==> config.mk <==
export PLATFORM = sky130hd
export DESIGN_NAME = freq_counter_multi
export DESIGN_NICKNAME = d
export VERILOG_FILES = /design/src/rtl/freq_counter_multi.sv
export SDC_FILE = /design/constraint.sdc
export NUM_CORES = 1
export LEC_CHECK = 0
export ABC_AREA = 1
export CAP_MARGIN = 20
export CORE_UTILIZATION = 50
export CTS_CLUSTER_DIAMETER = 150
export DETAILED_ROUTE_END_ITERATION = 8
export PLACE_DENSITY = 0.71
export SLEW_MARGIN = 10
export SYNTH_ARGS = -nofsm -noshare
export SYNTH_HDL_FRONTEND = slang
export SYNTH_SLANG_ARGS = --single-unit
==> constraint.sdc <==
create_clock -name clk -period 4.4 [get_ports clk]
set_input_delay 0.88 -clock clk [delete_from_list [all_inputs] [get_ports clk]]
set_output_delay 0.88 -clock clk [all_outputs]
set_load 0.005 [all_outputs]
==> src/rtl/freq_counter_multi.sv <==
// -----------------------------------------------------------------------------
// freq_counter_multi
//
// Multi-channel frequency counter. It counts rising edges on NUM_CH slow
// asynchronous inputs over a gate window of gate_cycles_i clk cycles. Each
// input goes through a SYNC_STAGES-flop synchroniser and a registered
// rising-edge detector. A start request seeds the window. One-shot mode
// returns to IDLE after one window. Continuous mode reloads the window with no
// gap and no lost edges. Each result is latched into count_o/overflow_o and
// announced with a one-cycle done_o pulse.
//
// Optional feature: define FREQCNT_MINMAX_EN to add per-channel running
// minimum/maximum of the latched counts (min_o/max_o, cleared by minmax_clr_i).
//
// Ports:
//   clk               system clock
//   reset_n           asynchronous active-low reset
//   sig_i             NUM_CH asynchronous signals to measure
//   gate_cycles_i     window length in clk cycles, sampled on accepted start
//   mode_continuous_i 1 = back-to-back windows, 0 = one-shot (sampled on start)
//   start_i           start request, level-sampled in IDLE
//   stop_i            abort request (wins over start_i)
//   busy_o            window in progress
//   done_o            one-cycle pulse when count_o/overflow_o update
//   count_o           latched counts, channel n at [n*CNT_WIDTH +: CNT_WIDTH]
//   overflow_o        latched per-channel saturation flag
//   cfg_err_o         sticky: start attempted with gate_cycles_i == 0
//   minmax_clr_i      (FREQCNT_MINMAX_EN) reset min_o to all-ones, max_o to 0
//   min_o, max_o      (FREQCNT_MINMAX_EN) running min/max of latched counts
// -----------------------------------------------------------------------------
module freq_counter_multi #(
    parameter int NUM_CH      = 2,
    parameter int CNT_WIDTH   = 32,
    parameter int GATE_WIDTH  = 26,
    parameter int SYNC_STAGES = 2
) (
    input  logic                        clk,
    input  logic                        reset_n,
    input  logic [NUM_CH-1:0]           sig_i,
    input  logic [GATE_WIDTH-1:0]       gate_cycles_i,
    input  logic                        mode_continuous_i,
    input  logic                        start_i,
    input  logic                        stop_i,
    output logic                        busy_o,
    output logic                        done_o,
    output logic [NUM_CH*CNT_WIDTH-1:0] count_o,
    output logic [NUM_CH-1:0]           overflow_o,
    output logic                        cfg_err_o
`ifdef FREQCNT_MINMAX_EN
    ,
    input  logic                        minmax_clr_i,
    output logic [NUM_CH*CNT_WIDTH-1:0] min_o,
    output logic [NUM_CH*CNT_WIDTH-1:0] max_o
`endif
);

    typedef enum logic {IDLE = 1'b0, COUNT = 1'b1} state_e;
    typedef logic [NUM_CH-1:0][CNT_WIDTH-1:0] cnt_vec_t;

    localparam logic [CNT_WIDTH-1:0]  CNT_MAX  = '1;
    localparam logic [GATE_WIDTH-1:0] GATE_ONE = GATE_WIDTH'(1);

    state_e                              state_q, state_d;
    logic [SYNC_STAGES-1:0][NUM_CH-1:0]  sync_q, sync_d;
    logic [NUM_CH-1:0]                   prev_q, prev_d;
    logic [NUM_CH-1:0]                   edge_q, edge_d;
    logic [GATE_WIDTH-1:0]               timer_q, timer_d;
    logic [GATE_WIDTH-1:0]               gate_q, gate_d;
    logic                                cont_q, cont_d;
    cnt_vec_t                            cnt_q, cnt_d;
    logic [NUM_CH-1:0]                   win_ovf_q, win_ovf_d;
    cnt_vec_t                            count_q, count_d;
    logic [NUM_CH-1:0]                   overflow_q, overflow_d;
    logic                                done_q, done_d;
    logic                                cfg_err_q, cfg_err_d;

    cnt_vec_t                            sum_cnt;   // counter + this cycle's edge, saturating
    logic [NUM_CH-1:0]                   sum_ovf;   // window flag including this cycle
    logic                                win_end;   // terminal cycle: results latch now

    // Synchroniser shifts toward the MSB; the edge detector is registered, so
    // a pin transition is seen by the counters SYNC_STAGES+1 cycles later.
    always_comb begin
        sync_d = {sync_q[SYNC_STAGES-2:0], sig_i};
        prev_d = sync_q[SYNC_STAGES-1];
        edge_d = sync_q[SYNC_STAGES-1] & ~prev_q;
    end

    always_comb begin
        // NOTE: every variable gets a default first so no path through the
        // case/if tree leaves one unassigned, which would infer a latch.
        state_d    = state_q;
        timer_d    = timer_q;
        gate_d     = gate_q;
        cont_d     = cont_q;
        cnt_d      = cnt_q;
        win_ovf_d  = win_ovf_q;
        count_d    = count_q;
        overflow_d = overflow_q;
        done_d     = 1'b0;
        cfg_err_d  = cfg_err_q;
        win_end    = 1'b0;
        sum_cnt    = cnt_q;
        sum_ovf    = win_ovf_q;

        for (int ch = 0; ch < NUM_CH; ch++) begin
            if (edge_q[ch]) begin
                if (cnt_q[ch] == CNT_MAX) sum_ovf[ch] = 1'b1;
                else                      sum_cnt[ch] = cnt_q[ch] + 1'b1;
            end
        end

        case (state_q)
            IDLE: begin
                if (start_i && !stop_i) begin
                    if (gate_cycles_i == '0) begin
                        cfg_err_d = 1'b1;
                    end else begin
                        timer_d   = gate_cycles_i;
                        gate_d    = gate_cycles_i;
                        cont_d    = mode_continuous_i;
                        cnt_d     = '0;
                        win_ovf_d = '0;
                        cfg_err_d = 1'b0;
                        state_d   = COUNT;
                    end
                end
            end
            COUNT: begin
                cnt_d     = sum_cnt;
                win_ovf_d = sum_ovf;
                timer_d   = timer_q - GATE_ONE;
                if (timer_q == GATE_ONE) begin
                    win_end    = 1'b1;
                    count_d    = sum_cnt;
                    overflow_d = sum_ovf;
                    done_d     = 1'b1;
                    // Reload in the terminal cycle so the next window starts
                    // on the very next cycle with no gap.
                    if (cont_q && !stop_i) begin
                        cnt_d     = '0;
                        win_ovf_d = '0;
                        timer_d   = gate_q;
                    end else begin
                        state_d   = IDLE;
                    end
                end else if (stop_i) begin
                    state_d = IDLE;
                end
            end
            default: state_d = IDLE;
        endcase
    end

    // NOTE: sequential state uses non-blocking assignments so every flop
    // samples the pre-edge values regardless of statement order.
    always_ff @(posedge clk or negedge reset_n) begin
        if (!reset_n) begin
            state_q    <= IDLE;
            sync_q     <= '0;
            prev_q     <= '0;
            edge_q     <= '0;
            timer_q    <= '0;
            gate_q     <= '0;
            cont_q     <= 1'b0;
            cnt_q      <= '0;
            win_ovf_q  <= '0;
            count_q    <= '0;
            overflow_q <= '0;
            done_q     <= 1'b0;
            cfg_err_q  <= 1'b0;
        end else begin
            state_q    <= state_d;
            sync_q     <= sync_d;
            prev_q     <= prev_d;
            edge_q     <= edge_d;
            timer_q    <= timer_d;
            gate_q     <= gate_d;
            cont_q     <= cont_d;
            cnt_q      <= cnt_d;
            win_ovf_q  <= win_ovf_d;
            count_q    <= count_d;
            overflow_q <= overflow_d;
            done_q     <= done_d;
            cfg_err_q  <= cfg_err_d;
        end
    end

    assign busy_o     = (state_q == COUNT);
    assign done_o     = done_q;
    assign count_o    = count_q;
    assign overflow_o = overflow_q;
    assign cfg_err_o  = cfg_err_q;

`ifdef FREQCNT_MINMAX_EN
    cnt_vec_t min_q, min_d, max_q, max_d;

    // Clear is applied first, then a coincident latched sample folds in.
    always_comb begin
        min_d = min_q;
        max_d = max_q;
        for (int ch = 0; ch < NUM_CH; ch++) begin
            if (minmax_clr_i) begin
                min_d[ch] = CNT_MAX;
                max_d[ch] = '0;
            end
            if (win_end) begin
                if (sum_cnt[ch] < min_d[ch]) min_d[ch] = sum_cnt[ch];
                if (sum_cnt[ch] > max_d[ch]) max_d[ch] = sum_cnt[ch];
            end
        end
    end

    always_ff @(posedge clk or negedge reset_n) begin
        if (!reset_n) begin
            min_q <= '1;
            max_q <= '0;
        end else begin
            min_q <= min_d;
            max_q <= max_d;
        end
    end

    assign min_o = min_q;
    assign max_o = max_q;
`endif

endmodule

; Word level (Yosys, flattened, before mapping)
; Cells that the tools add are included.
[word_totals]
regBits = 196
input_bits = 33
output_inout_bits = 69
elab_cells = 68
[classes]
add_sub_neg = 3
eq_ne = 5
muxes = 32
bitwise = 4
reduce_logical = 8
[op_table]
columns = operator, count
row1 = 2-to-1 mux 64 bit, 4
row2 = 2-to-1 mux 32 bit, 4
row3 = one-hot mux 64 bit (2 select lines), 1
row4 = 2-to-1 mux 26 bit, 4
row5 = adder 32 x 1 -> 32 bit (second input constant), 2
row6 = == test 32 bit (second input constant), 2
row7 = one-hot mux 26 bit (2 select lines), 1
row8 = == test 26 x 1 -> 1 bit (second input constant), 1
row9 = zero test 26 bit, 1
row10 = subtractor 26 x 1 -> 26 bit (second input constant), 1
row11 = 2-to-1 mux 1 bit, 12
row12 = 2-to-1 mux 2 bit, 4
row13 = AND reduction 2 bit, 3
row14 = inequality test 2 bit (second input constant), 2
row15 = one-hot mux 2 bit (2 select lines), 1
row16 = AND reduction 3 bit, 1
row17 = AND 2 bit, 1
row18 = logical AND 1 bit, 2
row19 = inverter 1 bit, 2
row20 = inverter 2 bit, 1
row21 = one-hot mux 1 bit (2 select lines), 1
row22 = zero test 1 bit, 1

; Logic depth before layout (Yosys ltp)
[logic_depth]
depth_word = 6
mapped_depth = 13
ltp_nobuf = 12

; Least setup slack after synthesis
; No wires, ideal clock.
[synth_timing]
kind = input port to flip-flop
startpoint = in gate_cycles_i[10]
endpoint = reg timer_q[15]
setup_time_ps = 121
arrival_time_ps = 1852
required_ps = 4279
path_slack_ps = 2427
path_stages = 9
path_buffers = 1
cell_sequence = nor2_1 > nand4_1 > nor2_1 > nand2_1 > nand3_1 > clkbuf_1 > o21ai_0 > inv_1 > nand2_1
[synth_via]
elab_chain_len = 3
[synth_lines]
columns = item, line
row1 = "start, declared", 40  ; input logic [GATE_WIDTH-1:0] gate_cycles_i,
row2 = zero test 26 bit, 116  ; if (gate_cycles_i == '0) begin
row3 = inequality test 2 bit (no line), -
row4 = AND reduction 2 bit (no line), -
row5 = "end signal, assigned", 177  ; timer_q <= timer_d;
row6 = "end, declared", 67  ; logic [GATE_WIDTH-1:0] timer_q, timer_d;
; Every way passes these cells.
; A chain may end at the register's enable or synchronous reset.

; Worst setup path in the final report
[layout_timing]
startpoint = in stop_i
endpoint = reg cnt_q[47] (netlist name)
[layout_via]
elab_chain_len = 5
elab_cells_between_ends = 8
classes_between = eq/ne: 1 / mux: 3 / reduce/logical: 4
[layout_lines]
columns = item, line
row1 = "start, declared", 43  ; input logic stop_i,
row2 = zero test 1 bit *, "115, 140"
row3 = logical AND 1 bit, 140  ; if (cont_q && !stop_i) begin
row4 = 2-to-1 mux 64 bit, 140
row5 = 2-to-1 mux 64 bit, 133  ; if (timer_q == GATE_ONE) begin
row6 = one-hot mux 64 bit (2 select lines), 113  ; case (state_q)
row7 = "end signal, assigned", 180  ; cnt_q <= cnt_d;
row8 = "end, declared", 70  ; cnt_vec_t cnt_q, cnt_d;
; Every way passes the cells marked *; elsewhere a longest branch is shown, timed or not.

==> impl_metrics.env <==
export IMPL_timing_critical_path_fanout_max=47
export IMPL_start_kind="primary input"
export IMPL_global_route_wire_length_before_repair_um=50100
export IMPL_die_w_um=153
export IMPL_synth_warnings=0
export IMPL_postcts_setup_bufs=0
export IMPL_grt_use_met1_pct=38.6
export IMPL_wl_per_cell_um=15.2
export IMPL_max_slew_margin_rel_pct=43.5
export IMPL_netlist_area_um2=11400
export IMPL_cells_resized_by_post_cts_repair=0
export IMPL_rsz0062_at_grt="no"
export IMPL_clock_latency_on_the_worst_skew_pair_ns=0.44
export IMPL_critPathArrivalTime_ns=3.04
export IMPL_ff_to_ff_setup_slack_ns=1.77
export IMPL_drcViolationCount=0
export IMPL_flop_and_latch_count_out_of_synthesis=196
export IMPL_r2r_cell_count=12
export IMPL_wl_um=29600
export IMPL_first_global_vias=9673
export IMPL_place_gp_congestion=0.895
export IMPL_cts_path_max_buffers=2
export IMPL_fp_dieH_um=153
export IMPL_grt_busiest_layer="met2"
export IMPL_critical_path_reg2reg_endpoint="count_o[5]"
export IMPL_outcome="finished, final reports clean"
export IMPL_wp_depth=9
export IMPL_tmin_final_ns=2.74
export IMPL_yosysSeqAreaShare_pct=43.0
export IMPL_timing_critical_path_to="cnt_q[47]"
export IMPL_die_area_um2=23400
export IMPL_floorplan_rows=54
export IMPL_antenna_found_initial=0
export IMPL_cts_made_buffers=17
export IMPL_drt_pass1_iter_count=5
export IMPL_routed_via_count_divided_by_cell_count=5.30
export IMPL_report_final_slew_viol_count=0
export IMPL_synth_cell_type_count=37
export IMPL_timing_critical_path_max_delay_family="buffers and inverters"
export IMPL_critical_path_cell_by_cell="clkdlybuf4s50_1 > nor2_1 > nand4_2 > nand2_1 > buf_4 > inv_2 > buf_4 > nand3_1 > o21ai_0"
export IMPL_slowest_delay_ns=0.43
export IMPL_power_density_nw_per_um2=365
export IMPL_gr_usage_met3_pct=3.01
export IMPL_worst_pin_slew_ns=0.848
export IMPL_cp_common_cell="sky130_fd_sc_hd__buf_4"
export IMPL_critical_path_reg2reg_startpoint="timer_q[1]"
export IMPL_placement_io_buffers=101
export IMPL_synthesis_instances=1590
export IMPL_antenna_cells=0
export IMPL_fmaxAchievable_mhz=364
export IMPL_start_point_of_the_critical_path="stop_i"
export IMPL_cts_tree="done"
export IMPL_end_kind="flip-flop"
export IMPL_io_pins=102
export IMPL_synthDominantCellAreaShare_pct=43.0
export IMPL_avgSynthCellArea_um2=7.18
export IMPL_remaining_number_of_nets_flagged_by_the_antenna_check_after_routing=0
export IMPL_design_final_nets=1699
export IMPL_layout_area_overhead_vs_synth_pct=14.6
export IMPL_cts_num_sinks=196
export IMPL_cap_viol_max_count=0
export IMPL_dp_hpwl_um=21100
export IMPL_final_layout_size_suffix_gt1_share_pct=6.69
export IMPL_total_leakage_power_nw=6.03
export IMPL_clock_tree_htree_level_count=4
export IMPL_maximum_number_of_pins_on_one_net_before_global_route_repair=86
export IMPL_timing_final_crit_share_pct=62.4
export IMPL_dr_first_iter_drc_count=692
export IMPL_groute_layer_met2_usage_pct=41.6
export IMPL_vias=10354
export IMPL_total_buffers_and_inverters_traversed_by_the_critical_path=4
export IMPL_effective_utilization_at_floorplan_pct=51.7
export IMPL_worstHoldPathType="reg -> reg"
export IMPL_final_core_utilization_pct=59.2
export IMPL_mappedNetlistNets=1627
export IMPL_critical_path_class="in -> reg"
export IMPL_critPathSlowestCell="sky130_fd_sc_hd__clkdlybuf4s50_1"
export IMPL_final_hold_violation_count=0
export IMPL_synthDominantAreaCellType="sky130_fd_sc_hd__dfrtp_1"
export IMPL_clock_skew_ns=0.0174
export IMPL_setup_viol_count_final=0
export IMPL_tns_ns=0
export IMPL_grt_remaining_overflow=0
export IMPL_cts_root_buffer_cell="sky130_fd_sc_hd__clkbuf_16"
export IMPL_core_area_um2=22100
export IMPL_vdd_ir_drop_max_mv=0.255
export IMPL_groute_usage_overall_pct=26.6
export IMPL_clk_pin_slew_worst_paths_ns=0.08
export IMPL_cp_data_required_time_ns=4.69
export IMPL_synthTopCellsByArea="sky130_fd_sc_hd__dfrtp_1, sky130_fd_sc_hd__nand2_1, sky130_fd_sc_hd__nand3_1, sky130_fd_sc_hd__nor2_1, sky130_fd_sc_hd__o21ai_0"
export IMPL_hold_buffers=0
## worst register-to-register path: stages, from the launching register on
cell	delay, ns
sky130_fd_sc_hd__dfrtp_1	0.40
sky130_fd_sc_hd__inv_1	0.08
sky130_fd_sc_hd__ha_1	0.21
sky130_fd_sc_hd__inv_1	0.06
sky130_fd_sc_hd__nor2_1	0.09
sky130_fd_sc_hd__nand2_1	0.07
sky130_fd_sc_hd__nor2_2	0.16
sky130_fd_sc_hd__nand2_2	0.11
sky130_fd_sc_hd__nor2_4	0.55
sky130_fd_sc_hd__inv_2	0.05
sky130_fd_sc_hd__buf_4	0.34
sky130_fd_sc_hd__nand2_1	0.25
sky130_fd_sc_hd__o21ai_0	0.11
## per-stage QoR
| stage | instance area, µm² | worst slack [ns] | instances | total power, mW | hold WS [ns] |
|---|---|---|---|---|---|
| global route | 13100 | 1.47 | 1955 | 5.06 | 0.367 |
| finish | 13100 | 1.66 | 1955 | 4.77 | 0.351 |
| global placement | 12500 | 1.28 | 1923 | 3.24 | 0.334 |
| detailed placement | 12500 | 1.19 | 1923 | 3.27 | 0.335 |
| CTS | 13100 | 1.66 | 1955 | 4.80 | 0.353 |
| floorplan | 11400 | 2.43 | 1590 | 2.95 | 0.331 |
## kinds of logic (layout without fill, tap and decap cells)
kind of cell    after synthesis  count (layout)  share of synthesized area (%)
simple gates                971             971                           36.7
buf+inv                     203             288                           8.03
xor+xnor                     41              41                           3.14
fa+ha+maj                     4               4                          0.438
flops                       196             196                           43.0
compound gates              175             175                           8.71
## worst min-delay path by stage
stage,cells past startpoint,slack (ns),from,end
5_1_grt,0,0.37,sync_d[2],prev_d[0]
3_3_place_gp,0,0.33,sync_d[2],prev_d[0]
2_1_floorplan,0,0.33,sync_d[2],prev_d[0]
4_1_cts,0,0.35,sync_d[2],prev_d[0]
6_report,0,0.35,sync_d[2],prev_d[0]
3_5_place_dp,0,0.33,sync_d[2],prev_d[0]
## layer usage
metal | up-vias | wire length, µm
li1 | 5236 | -
met1 | 4750 | 14300
met2 | 324 | 13200
met3 | 44 | 1520
met4 | 0 | 636
met5 | - | 0
## state kept, by name, indices dropped and copies added (netlist names)
name	cells
cnt_q	64
count_o	64
gate_q	26
timer_q	26
edge_q	2
overflow_o	2
prev_d	2
prev_q	2
sync_d	2
win_ovf_q	2
busy_o	1
cfg_err_o	1
cont_q	1
done_o	1
## power by group
| group | switching (mW) | internal (mW) | total [mW] | leakage (nW) |
|---|---|---|---|---|
| Sequential | 0.257 | 2.02 | 2.27 | 2.59 |
| Clock | 0.775 | 0.755 | 1.53 | 0.273 |
| Combinational | 0.627 | 0.346 | 0.973 | 3.17 |
## cell usage after synthesis, drive strengths merged
library cell,count
buf,38
or2,2
o211ai,25
clkinv,2
o21ai,132
xor2,30
o21a,1
nand3,208
clkbuf,24
a31oi,2
nand3b,2
nor2,186
nand4,14
a21oi,15
inv,139
ha,4
nand2,554
xnor2,11
dfrtp,196
nor3,5
## cell usage in the layout, fill, tap and decap left out, types with 2 or more instances in the layout
master	netlist	routed
sky130_fd_sc_hd__or2_2	2	2
sky130_fd_sc_hd__nor2_4	8	8
sky130_fd_sc_hd__o21ai_0	105	105
sky130_fd_sc_hd__clkbuf_16	0	17
sky130_fd_sc_hd__nand3_1	188	188
sky130_fd_sc_hd__o21ai_1	24	24
sky130_fd_sc_hd__xnor2_1	11	11
sky130_fd_sc_hd__nand2_4	2	2
sky130_fd_sc_hd__xor2_1	30	30
sky130_fd_sc_hd__o211ai_2	8	8
sky130_fd_sc_hd__nand3b_1	2	2
sky130_fd_sc_hd__nor2_1	167	167
sky130_fd_sc_hd__a31oi_1	2	2
sky130_fd_sc_hd__nand4_1	13	13
sky130_fd_sc_hd__clkinvlp_4	0	2
sky130_fd_sc_hd__nand2_2	4	4
sky130_fd_sc_hd__a21oi_1	15	15
sky130_fd_sc_hd__dfrtp_1	196	195
sky130_fd_sc_hd__inv_6	0	4
sky130_fd_sc_hd__inv_1	134	134
sky130_fd_sc_hd__o21ai_2	3	3
sky130_fd_sc_hd__inv_8	0	4
sky130_fd_sc_hd__nand2_1	548	548
sky130_fd_sc_hd__clkinv_4	0	3
sky130_fd_sc_hd__ha_1	4	4
sky130_fd_sc_hd__nor3_1	5	5
sky130_fd_sc_hd__nor2_2	11	11
sky130_fd_sc_hd__nand3_2	18	18
sky130_fd_sc_hd__nand3_4	2	2
sky130_fd_sc_hd__clkdlybuf4s50_1	0	100
sky130_fd_sc_hd__o211ai_1	17	17
sky130_fd_sc_hd__inv_2	5	5
sky130_fd_sc_hd__buf_4	2	13
## layout make-up
type,count,area [µm²]
fill,2060,9010
sequential,196,4910
clock buffer,18,429
clock inverter,14,138
tap,280,350
multi-input combinational,1191,5600
timing repair buffer,115,1130
inverter,141,531
(Power assumes the default switching activity.)
==> patch 1, RTL diff (same settings) <==
Set the parameter `GATE_WIDTH` to 30 (it was 26).
--- a/src/rtl/freq_counter_multi.sv
+++ b/src/rtl/freq_counter_multi.sv
@@ -31,7 +31,7 @@
 module freq_counter_multi #(
     parameter int NUM_CH      = 2,
     parameter int CNT_WIDTH   = 32,
-    parameter int GATE_WIDTH  = 26,
+    parameter int GATE_WIDTH  = 30,
     parameter int SYNC_STAGES = 2
 ) (
     input  logic                        clk,
Interface: changed (resized gate_cycles_i); port bits go from 102 to 106. No check against the original RTL was run, so the function may have changed too.
==> patch 1 against the unedited design <==
Routed wire length increased by 9.9%; combinational power increased by 7%; critical path type is now reg -> out; worst setup slack got worse by 0.27 ns; clock power increased by 29%; synthesized area increased by 3.1%; cell area increased by 5.7%; fmax decreased by 8.9%; sequential cell count increased by 8; register-to-register slack improved by 0.07 ns; total power increased by 13%; worst hold slack got worse by 0.0017 ns; cell count increased by 7.4%; highest routed layer unchanged; critical path depth decreased by 7.
==> patch 1: results (changes against the unedited design) <==
status=finished clean; Main synth FF type=dfrtp_1; Clock Pin Slew Worst Setup and Hold Paths=0.06 ns (-0.02 ns); ant diodes=0 (unchanged); Max FO, Critical Path=14 (-70%); layout cells sized above 1=5.76% (-0.92 points); Synth Area in Adders=0.425% (-0.013 points); syn avg cell area=6.98 um^2 (-2.9%); Layout Skew=0.0140 ns (-0.00335 ns); postcts setup bufs=0 (unchanged); clock network area share=5.74% (+1.4 points); TritonCTS Sinks=204 (+4.1%); 1st-pass router iterations=5 (unchanged); multi-input combinational area share=41.7% (-1.1 points); Compound-Gate Fraction of Synth Area=7.74% (-0.98 points); register share of total power=44.0% (-3.6 points); Non-clock inverters=148 (+5.0%); leak pwr=6.52 nW (+8.1%); Crit-path slowest cell=dfrtp_1; total track usage=27.8% (+1.2 points); final RePlAce weighted congestion=0.929 (+3.8%); top post-synthesis cells by area=dfrtp_1 43%, nand2_1 20%, nand3_1 7.9%, nor2_1 5.2%, inv_1 4.5%; arrival time at the worst endpoint=2.13 ns (-0.91 ns); Via density=5.35 (+1.0%); pin count of the biggest net entering global routing=86 (unchanged); XOR/XNOR Fraction of Synth Area=2.75% (-0.39 points); DP Wirelength=22800 um (+8.0%); sequential cell area share=36.9% (-0.58 points); Final nets=1810 (+6.5%); register area share after synthesis=43.4% (+0.40 points); Crit path largest cell delay=0.74 ns (+0.31 ns); 1st-iter DRT viols=918 (+33%); routed via count=11234 (+8.5%); number of cells after detailed placement=2056 (+6.9%); fillcell total=2188 (+6.2%); switching power=1.77 mW (+6.6%); Signal buffers=123 (+7.0%); Worst slew margin=39.5% (-4.0 points); non-clk buf share=8.79% (+0.13 points); top post-synthesis cells by count=618 x nand2_1, 204 x dfrtp_1, 187 x nand3_1; latest clock arrival within the worst-skew pair=0.53 ns (+0.09 ns); global-route wire length before repair=54200 um (+8.3%); TritonCTS Buffers=24 (+7); post-CTS sizing=0 (unchanged); Place WS=1.04 ns (-0.147 ns); mux cell area share after synthesis=0% (unchanged); n_taps=313 (+12%); Clock power frac=36.8% (+4.8 points); largest family of logic cells by synthesized area=simple AND/OR/NAND/NOR gates; Routed WL per cell=15.5 um (+2.3%); H-Tree Depth=1 (-3); Mapped Nets=1729 (+6.3%); clock buffers=32 (+14); worst vdd ir=0.297 mV (+17%); Port Buf Inserts=105 (+4.0%); multi-input gates=1268 (+6.5%); Clock Path Buffers=3 (+1); Worst Hold Class=reg -> reg
patch 1: cell types whose count changed in the layout (fill, tap and decap cells not counted), moves of 6 or more:
| cell | before | now |
|---|---|---|
| o22ai_1 | 0 | 6 |
| o21ai_0 | 105 | 98 |
| nor3_1 | 5 | 28 |
| o211ai_2 | 8 | 0 |
| nand2_1 | 548 | 617 |
| nand4_1 | 13 | 23 |
| inv_1 | 134 | 142 |
| dfrtp_1 | 195 | 204 |
| clkbuf_16 | 17 | 24 |
patch 1: metal layers:
| metal | up-vias | GRT usage [%] | share of wire, % |
|---|---|---|---|
| li1 | 5567 | - | - |
| met1 | 5282 | 39.5 | 46 |
| met2 | 332 | 45.3 | 46 |
| met3 | 53 | 2.92 | 5.5 |
| met4 | 0 | 7.56 | 2.4 |
| met5 | - | 0 | 0 |
patch 1: worst paths after layout:
path | from | endpoint | slack [ns] | cells after the start
min in group asynchronous | reset_n | cfg_err_o | 0.39 | 1
worst min-delay path | sync_d[3] | prev_d[1] | 0.35 | 0
worst min register to register | sync_d[3] | prev_d[1] | 0.35 | 0
worst max register to register | timer_q[1] | cnt_q[0] | 1.84 | 12
worst max-delay path | busy_o | busy_o | 1.39 | 2
max in group asynchronous | reset_n | cnt_q[57] | 3.10 | 2
patch 1: critical path, delay by kind of cell, from the launching register on:
kind	cells	cell delay [ns]
buffers and inverters	2	0.85
DFF	1	0.74
patch 1: through the flow:
| step | cell area, um^2 | total power, mW |
|---|---|---|
| after floorplan | 11800 | 3.08 |
| after global placement | 13000 | 3.38 |
| after detailed placement | 13000 | 3.41 |
| after CTS | 13800 | 5.41 |
| after global routing | 13800 | 5.67 |
| final | 13800 | 5.39 |
==> patch 2, RTL diff (config.mk and constraints unchanged) <==
Without the edit above. The output `done_o` loses its register stage (`done_q` becomes a continuous assignment).
--- a/src/rtl/freq_counter_multi.sv
+++ b/src/rtl/freq_counter_multi.sv
@@ -167,7 +167,6 @@
             win_ovf_q  <= '0;
             count_q    <= '0;
             overflow_q <= '0;
-            done_q     <= 1'b0;
             cfg_err_q  <= 1'b0;
         end else begin
             state_q    <= state_d;
@@ -181,10 +180,11 @@
             win_ovf_q  <= win_ovf_d;
             count_q    <= count_d;
             overflow_q <= overflow_d;
-            done_q     <= done_d;
             cfg_err_q  <= cfg_err_d;
         end
     end
+
+    assign done_q = done_d;
 
     assign busy_o     = (state_q == COUNT);
     assign done_o     = done_q;
Formal check against the unedited RTL: not equivalent (a bounded check fails within 4 cycles, from zero or initial values and one cycle with reset_n low).
==> patch 2 against the unedited design <==
Count of clock-buffer cells in the layout down 1; critical path type is now reg -> out; worst setup slack got worse by 0.72 ns; cell area grew 0.24%; cell count down 0.10%; largest power group unchanged; routed wire length is 0.56% lower; total power grew 2.7%; sequential cell count shrank 1; synthesized area shrank 0.22%.
==> patch 2: results (changes against the unedited design) <==
syn avg cell area=7.17 um^2 (-0.16%); total track usage=26.4% (-0.24 points); Worst Hold End=prev_d[0]; number of cells after detailed placement=1920 (-0.16%); Worst Hold Class=reg -> reg; postcts setup bufs=0 (unchanged); status=finished clean; Mapped Nets=1626 (-0.061%); distinct cell type count after synthesis=37 (unchanged); TritonCTS Buffers=17 (unchanged); final wirelength=29500 um (-0.56%); fillcell total=2097 (+1.8%); Top cell by count, worst path=inv_1; clock root buffer=clkbuf_16; 1st-pass router iterations=5 (unchanged); Post-Route M1 WL=14200 um (-0.27%); Main synth FF type=dfrtp_1; hold_sp=sync_d[2]; FFs w/ async S/R, synth=100% (unchanged); antenna violations before repair=0 (unchanged); Final nets=1697 (-0.12%); Syn. warnings=0 (unchanged); FF-to-FF setup slack=1.82 ns (+0.05 ns); Routed WL per cell=15.1 um (-0.45%); worst r2r src=timer_q[13]; register area share after synthesis=42.8% (-0.13 points); global-route wire length before repair=49700 um (-0.70%); Crit-path slowest cell=clkdlybuf4s50_1; pin count of the biggest net entering global routing=101 (+17%); vias in the first global route=9760 (+0.90%); ant diodes=0 (unchanged); met1 usage=37.9% (-0.65 points); M3 GR Usage=3.60% (+0.60 points); Layout Skew=0.00956 ns (-0.00779 ns); Max FO, Critical Path=24 (-49%); arrival time at the worst endpoint=2.59 ns (-0.45 ns); Port Buf Inserts=101 (unchanged); post-CTS sizing=0 (unchanged); worst hold slack=0.364 ns (+0.0129 ns); RR Endpoint=cnt_q[29]; top post-synthesis cells by count=548 x nand2_1, 195 x dfrtp_1, 188 x nand3_1; worst vdd ir=0.248 mV (-2.8%); Place WS=1.20 ns (+0.00863 ns); Sw Share=33.5% (-1.3 points); R2R depth=10 (-2); layout cells sized above 1=6.69% (+0.0080 points); final RePlAce weighted congestion=0.918 (+2.6%); met2 WL=13600 um (+3.3%); Area after DPL=12500 um^2 (-0.32%); Via density=5.31 (+0.33%); Crit path largest cell delay=0.56 ns (+0.13 ns); Clock Path Buffers=2 (unchanged); DP Wirelength=21000 um (-0.83%); 1st-iter DRT viols=665 (-3.9%); H-Tree Depth=4 (unchanged); Met3 Wirelength=1190 um (-22%); top post-synthesis cells by area=dfrtp_1 43%, nand2_1 18%, nand3_1 8.3%, nor2_1 5.5%, o21ai_0 4.6%; Worst slew margin=29.3% (-14 points); GR Layer Usage met2=42.1% (+0.54 points); leak pwr=6.04 nW (+0.17%)
## patch 2: changes by cell type in the layout (fill, tap and decap cells not counted)
cell,delta
buf_12,+1
buf_4,-2
bufinv_16,+3
clkbuf_1,-1
clkinv_2,+1
clkinv_4,-2
clkinv_8,-1
clkinvlp_4,+1
dfrtp_1,-1
inv_6,+1
inv_8,-2
## patch 2: cell type report
cell class / count / area (um^2) / area share, %
multi-input cells: 1191 / 5600 / 42.7
flip-flops and latches: 195 / 4880 / 37.2
repair buffers: 114 / 1140 / 8.67
inverters: 141 / 531 / 4.05
clock buffers: 17 / 425 / 3.24
well taps: 280 / 350 / 2.67
clock inverters: 15 / 193 / 1.47
## patch 2: cell families after synthesis
logic type	Yosys count	share of synthesized area (%)
XOR/XNOR	41	3.15
AND/OR/NAND/NOR	971	36.8
adder cells (fa/ha/maj)	4	0.439
AO/OA/AOI/OAI	175	8.73
flip-flops	195	42.8
buffers and inverters	203	8.05
## patch 2: power groups by stage
stage | combinational, mW | clock, mW | sequential, mW
4_1_cts | 0.973 | 1.69 | 2.26
3_3_place_gp | 0.941 | 0 | 2.29
6_report | 0.970 | 1.67 | 2.27
3_5_place_dp | 0.966 | 0 | 2.29
2_1_floorplan | 0.730 | 0 | 2.21
5_1_grt | 1.12 | 1.77 | 2.30
## patch 2: worst max path at each step
stage | start | end | slack, ns | cells past startpoint
after floorplan | timer_q[1] | done_o | 2.23 | 9
after global placement | stop_i | cnt_q[53] | 1.27 | 9
after detailed placement | stop_i | cnt_q[58] | 1.20 | 9
after CTS | timer_q[1] | done_o | 0.90 | 10
after global routing | timer_q[12] | done_o | 0.72 | 9
final | timer_q[1] | done_o | 0.93 | 10
